===== src/rtl/dff_bank_sequencer.sv =====
// Button-driven sequencer for a bank of single-bit reset/set/load flip-flops.
// Define DEBOUNCE_EN to insert a DB_CYCLES stability filter after the synchronizers.
module dff_bank_sequencer #(
  parameter int WIDTH     = 4,
  parameter int SW        = $clog2(WIDTH),
  parameter int DB_CYCLES = 16
) (
  input  logic             clk_i,
  input  logic             btn0_i,
  input  logic             btn1_i,
  input  logic             btn2_i,
  input  logic             btn3_i,
  input  logic [SW-1:0]    sel_i,
  output logic [WIDTH-1:0] dff_rst_o,
  output logic [WIDTH-1:0] dff_set_o,
  output logic [WIDTH-1:0] dff_ld_o,
  output logic             busy_o,
  output logic [SW-1:0]    ptr_o
);

  // state  | meaning
  // S_IDLE | waiting for a set/load/scan request
  // S_SCAN | loading bit ptr_q, one bit per cycle
  typedef enum logic [1:0] {S_IDLE = 2'd0, S_SCAN = 2'd1} state_t;

  localparam logic [SW-1:0] PTR_LAST = SW'(WIDTH - 1);

  if (WIDTH < 2 || WIDTH > 16) begin : g_bad_width
    $error("dff_bank_sequencer: WIDTH must be 2..16");
  end
  if (DB_CYCLES < 1) begin : g_bad_db
    $error("dff_bank_sequencer: DB_CYCLES must be >= 1");
  end

  state_t           state_q;
  logic [WIDTH-1:0] rst_q, set_q, ld_q;
  logic             busy_q;
  logic [SW-1:0]    ptr_q;

  logic [2:0] btn_raw;
  logic [2:0] sync1_q, sync2_q, edge_q;
  logic [2:0] lvl_d, req_d;
  logic       sel_ok_d;

  assign btn_raw = {btn3_i, btn2_i, btn1_i};

  always_ff @(posedge clk_i) begin
    if (btn0_i) begin
      sync1_q <= '0;
      sync2_q <= '0;
      edge_q  <= '0;
    end else begin
      sync1_q <= btn_raw;
      sync2_q <= sync1_q;
      edge_q  <= lvl_d;
    end
  end

`ifdef DEBOUNCE_EN
  localparam int CW = (DB_CYCLES > 2) ? $clog2(DB_CYCLES) : 1;

  logic [CW-1:0] db_cnt_q [3];
  logic [2:0]    db_lvl_q;

  // Level only follows sync2 after it has disagreed for DB_CYCLES edges in a row.
  always_ff @(posedge clk_i) begin
    if (btn0_i) begin
      db_lvl_q <= '0;
      for (int i = 0; i < 3; i++) db_cnt_q[i] <= '0;
    end else begin
      for (int i = 0; i < 3; i++) begin
        if (sync2_q[i] != db_lvl_q[i]) begin
          if (db_cnt_q[i] == CW'(DB_CYCLES - 1)) begin
            db_lvl_q[i] <= sync2_q[i];
            db_cnt_q[i] <= '0;
          end else begin
            db_cnt_q[i] <= db_cnt_q[i] + 1'b1;
          end
        end else begin
          db_cnt_q[i] <= '0;
        end
      end
    end
  end

  assign lvl_d = db_lvl_q;
`else
  assign lvl_d = sync2_q;
`endif

  assign req_d    = lvl_d & ~edge_q;
  assign sel_ok_d = ({1'b0, sel_i} < (SW + 1)'(WIDTH));

  function automatic logic [WIDTH-1:0] onehot(input logic [SW-1:0] idx);
    onehot = {{(WIDTH - 1){1'b0}}, 1'b1} << idx;
  endfunction

  always_ff @(posedge clk_i) begin
    if (btn0_i) begin
      state_q <= S_IDLE;
      rst_q   <= '1;
      set_q   <= '0;
      ld_q    <= '0;
      busy_q  <= 1'b0;
      ptr_q   <= '0;
    end else begin
      rst_q <= '0;
      set_q <= '0;
      ld_q  <= '0;
      case (state_q)
        S_IDLE: begin
          busy_q <= 1'b0;
          ptr_q  <= '0;
          // Fixed priority set > load > scan; losers are dropped.
          if (req_d[0]) begin
            if (sel_ok_d) set_q <= onehot(sel_i);
          end else if (req_d[1]) begin
            if (sel_ok_d) ld_q <= onehot(sel_i);
          end else if (req_d[2]) begin
            state_q <= S_SCAN;
            ld_q    <= onehot('0);
            busy_q  <= 1'b1;
          end
        end
        S_SCAN: begin
          if (ptr_q == PTR_LAST) begin
            state_q <= S_IDLE;
            busy_q  <= 1'b0;
            ptr_q   <= '0;
          end else begin
            ptr_q <= ptr_q + SW'(1);
            ld_q  <= onehot(ptr_q + SW'(1));
          end
        end
        default: begin
          state_q <= S_IDLE;
          busy_q  <= 1'b0;
          ptr_q   <= '0;
        end
      endcase
    end
  end

  assign dff_rst_o = rst_q;
  assign dff_set_o = set_q;
  assign dff_ld_o  = ld_q;
  assign busy_o    = busy_q;
  assign ptr_o     = ptr_q;

endmodule


===== config.mk =====
export PLATFORM = sky130hd
export DESIGN_NAME = dff_bank_sequencer
export DESIGN_NICKNAME = d
export VERILOG_FILES = /design/src/rtl/dff_bank_sequencer.sv
export SDC_FILE = /design/constraint.sdc
export NUM_CORES = 1
export LEC_CHECK = 0
export ABC_AREA = 1
export BUFFER_PORTS_ARGS = -buffer_cell sky130_fd_sc_hd__buf_2
export CORE_UTILIZATION = 35
export DETAILED_ROUTE_END_ITERATION = 8
export PLACE_DENSITY = 0.57
export SYNTH_ARGS = -nofsm -noshare
export SYNTH_HDL_FRONTEND = slang
export SYNTH_SLANG_ARGS = --single-unit

===== constraint.sdc =====
create_clock -name clk_i -period 1.27 [get_ports clk_i]
set_clock_uncertainty 0.1 [all_clocks]
set_input_delay 0.1905 -clock clk_i [delete_from_list [all_inputs] [get_ports clk_i]]
set_output_delay 0.1905 -clock clk_i [all_outputs]
set_load 0.02 [all_outputs]

# == Yosys cells after proc, flatten, opt, wreduce, memory -nomap -nowiden ==
# Cells that the tools add are included.
# word_totals
register_bits,26
latchBits,0
ramBits,0
romBits,0
input_bits,7
out_inout_bits,15
word_cells,43
memories,0
# op_classes
add_sub_neg,1
n_mul,0
div,0
magnitude_cmp,0
n_eq_ne,6
shifts,2
mux,16
bitwise,5
reduce_logical,4
# ops
operator,n
4-bit 2-to-1 mux,4
2-bit 2-to-1 mux,4
2-bit != test (second input constant),4
4-bit case mux with 2 select lines,1
1-bit by 2-bit << shifter with 4-bit output (first input constant),2
3-bit OR reduction,2
1-bit 2-to-1 mux,5
2-bit case mux with 2 select lines,1
4-bit AND reduction,1
3-bit AND,1
1-bit NOT,3
3-bit NOT,1
2-bit by 1-bit adder with 2-bit output (second input constant),1
2-bit by 1-bit equality test with 1-bit output (second input constant),1
2-bit equality test (second input constant),1
2-bit logical NOT,1
1-bit case mux with 2 select lines,1

# == Depth between registers and ports, before layout ==
# depth
ltp_word,6
depth_mapped,6
mapped_depth_nobuf,6

# == Worst setup path after synthesis ==
# OpenSTA, ideal clock, no wires.
# synth_path
kind,register to register
start,reg ptr_q[0] (netlist: ptr_o[0])
end,reg state_q[0]
setup_ns,0.109
arrival_time_ns,0.945
required_time_ns,1.061
setup_slack_ns,0.116
path_stages_with_launch,7
n_path_buf,0
period_less_slack_ns,1.154
cell_sequence,dfxtp_1 ha_1 nor2_4 nand2_2 nand2_1 nand2_1 inv_1
# synth_between
elab_chain_len,3
# synth_rtl
item,line,rtl
start: declaration,38,logic [SW-1:0] ptr_q;
start signal: assignment,131,ptr_q <= ptr_q + SW'(1);
2-bit equality test,126,if (ptr_q == PTR_LAST) begin
2-bit != test (no source line),--,
4-bit AND reduction (no source line),--,
end signal: assignment,120,state_q <= S_SCAN;
end signal: assignment,127,state_q <= S_IDLE;
end signal: assignment,136,state_q <= S_IDLE;
end: declaration,35,state_t state_q;
# No other way between the ends.
# A chain may end at the register's enable or synchronous reset.

# == Final worst setup path ==
# layout_path
start,reg ptr_q[0] (netlist: ptr_o[0])
end,out ptr_o[0]
# layout_lines
item,line,rtl
end: declaration,18,output logic [SW-1:0] ptr_o
# No word-level cell between the ends.

==> results.toml <==
[finish]
fin_nets = 135
nFillCells = 231
n_antenna_cell = 0
final_area_um2 = 978
area_delta_synth_final_pct = 21.4
layout-drive-gt1-share = 0.238

[hold_path]
min-delay-start = "sel_i[0]"
whs_endpoint = "dff_set_o[3]$_SDFF_PP0_"
hold_path_depth = 3
hold_path_class = "primary input to flop"

[worst_setup_path]
cp_slowest_stage_delay_ps = 420
r2r_start = "ptr_o[0]$_SDFF_PP0_"
cpLargestDelayFamily = "flip-flops"
r2r_setup_slack_ps = 180
reg2reg_to = "state_q[0]$_SDFFE_PP0P_"
cp_slowest_cell = "dfxtp_1"
crit_path_cell_trace = "buf_2"
critPathBufInv = 1
reg2reg_depth = 6
crit_cells = 1
crit_fanout = 5
cp.arrival_ps = 900
critPathCaptureType = "primary output"
start_kind = "flop"
required_ps = 980
path_class = "flop to primary output"

[placement]
place_congestion = 0.698
place_area_um2 = 926
io_buffers = 21
post-place-ws_ps = 193
dpl.hpwl_um = 961

[global_routing]
antenna_found_initial = 0
grt_pass1_wl_mm = 2.26
grt_most_used_layer = "met2"
grt_max_degree = 12
use_met1 = 0.121
grt_pass1_vias = 556
overflow = 0
grtUsageMet3 = 0.0370
grt.total_usage = 0.123
grtUsageMet2 = 0.224

[detailed_routing]
dr.pass1.iters = 4
num_vias = 616
drtIter0Drc = 2
drcViolationCount = 0
drt-vias-per-instance = 4.11
antenna_left = 0
routed_wl_mm = 1.24
routedWlPerCell_um = 8.27

[pwr]
clock_power_share = 0.258
pwr-share-seq = 0.647
p_sw_mw = 0.251
power.internal_mw = 0.861
p_leak_nw = 0.507
p_comb_frac = 0.095
power_density_nw_per_um2 = 1140
switching_share = 0.226
peakVddDrop_v = 0.000483

[clocking]
clock-sinks = 22
cts_tree = "built"
clk_pin_slew_worst_paths_ps = 110
root_buffer = "clkbuf_4"
clock_path_buffers = 2
cts_made_buffers = 3
clock_latency_ps = 290
htreeDepth = 1

[timing]
fin_crit_sh = 0.938
drv_slew = 0
tns_ps = 0
worst_slack_ps = 79.2
worst_slew_pin_slew_ps = 249
setup_viol = 0
hold_viol_final = 0
rsz0062_at_grt = "no"
fmax_ghz = 0.840
finalCriticalPeriod_ps = 1190
slew_headroom = 0.834

[synth]
syn-mean-instance-area_um2 = 8.22
synth_area_leaders = "dfxtp_1 55%, nor2_1 10%, inv_1 9.8%"
synthTopCellsByCount = "22 x dfxtp_1, 22 x nor2_1, 21 x inv_1"
yosysTopAreaCell = "dfxtp_1"
netlist_area_um2 = 806
ys.flop_type = "dfxtp_1"
mappedNetlistNets = 109
synth_seq_cells = 22
synthCells = 98
seq_area_frac_synth = 0.547
synth_edf_count = 0
synth_top_cell_area_share = 0.547
synth_cell_types = 15
async_flop_share = 0
ys_warn_count = 0

[die]
fp.coreArea_um2 = 2190
fp-row-count = 17
initial_core_util = 0.368
die_w_um = 50.0
fp.dieH_um = 50.0
ioPinCount = 22
dieArea_um2 = 2500

[outcome]
status = "complete, no violations"

[run]
maxCapViolCount = 0
-- kinds of logic after synthesis --
group	count (synthesis)	share of synthesized area
AND/OR/NAND/NOR	43	0.236
buffers and inverters	26	0.137
flip-flops	22	0.547
adder cells (fa/ha/maj)	4	0.0621
AO/OA/AOI/OAI	3	0.0186
-- routing by layer --
layer / part of all wire / vias to the layer above
li1: - / 335
met3: 0.064 / 4
met5: 0 / -
met2: 0.50 / 20
met4: 0.022 / 0
met1: 0.42 / 257
-- state kept, by name, summed over array words and instances, names as in the netlist --
name,flops
state_q,1
sync1_q,3
dff_rst_o,1
ptr_o,2
dff_set_o,4
busy_o,1
edge_q,3
dff_ld_o,4
lvl_d,3
-- layout make-up --
type                       instances  area (µm²)  area share
clock buffer                       3        22.5      0.0230
inverter                          22        82.6      0.0844
multi-input combinational         50         255       0.261
sequential                        22         440       0.450
tap                               28        35.0      0.0358
timing repair buffer              25         143       0.146
-- through the flow --
| step | util | power, mW | hold WS (ps) | cells |
|---|---|---|---|---|
| after floorplan | - | 0.806 | 118 | 98 |
| after global placement | 0.423 | 0.834 | 291 | 144 |
| after detailed placement | 0.423 | 0.837 | 298 | 144 |
| after CTS | 0.447 | 1.14 | 38.8 | 150 |
| after global routing | 0.447 | 1.18 | 54.0 | 150 |
| final | 0.447 | 1.11 | 48.1 | 150 |
-- cells in the final DEF, fill, tap and decap left out, drive strengths merged --
cell | Yosys | routed
nand4 | 1 | 1
clkbuf | 0 | 3
nand2 | 10 | 10
nor2 | 23 | 23
inv | 22 | 22
dlygate4sd3 | 0 | 3
ha | 4 | 4
a21oi | 1 | 1
buf | 4 | 22
dfxtp | 22 | 22
nand3 | 9 | 9
o21ai | 2 | 2
-- power by group through the flow --
stage / sequential [mW] / clock, mW / combinational, mW
detailed placement: 0.737 / 0 / 0.100
global route: 0.723 / 0.337 / 0.121
finish: 0.720 / 0.287 / 0.105
floorplan: 0.745 / 0 / 0.0611
CTS: 0.721 / 0.310 / 0.108
global placement: 0.735 / 0 / 0.0980
-- timing repair --
item                      in CTS  in global routing
hold buffers                   3                  0
hold endpoints to repair       3                  0
resized for setup              0                  0
buffers inserted               0                  0
-- worst max path at each step --
| stage | from | endpoint |
|---|---|---|
| 2_1_floorplan | ptr_o[0]$_SDFF_PP0_ | state_q[0]$_SDFFE_PP0P_ |
| 3_3_place_gp | ptr_o[0]$_SDFF_PP0_ | ptr_o[1]$_SDFF_PP0_ |
| 6_report | ptr_o[0]$_SDFF_PP0_ | ptr_o[0] |
| 4_1_cts | ptr_o[0]$_SDFF_PP0_ | ptr_o[0] |
| 3_5_place_dp | ptr_o[0]$_SDFF_PP0_ | state_q[0]$_SDFFE_PP0P_ |
| 5_1_grt | ptr_o[0]$_SDFF_PP0_ | ptr_o[0] |
Power figures use the tool's default switching activity.
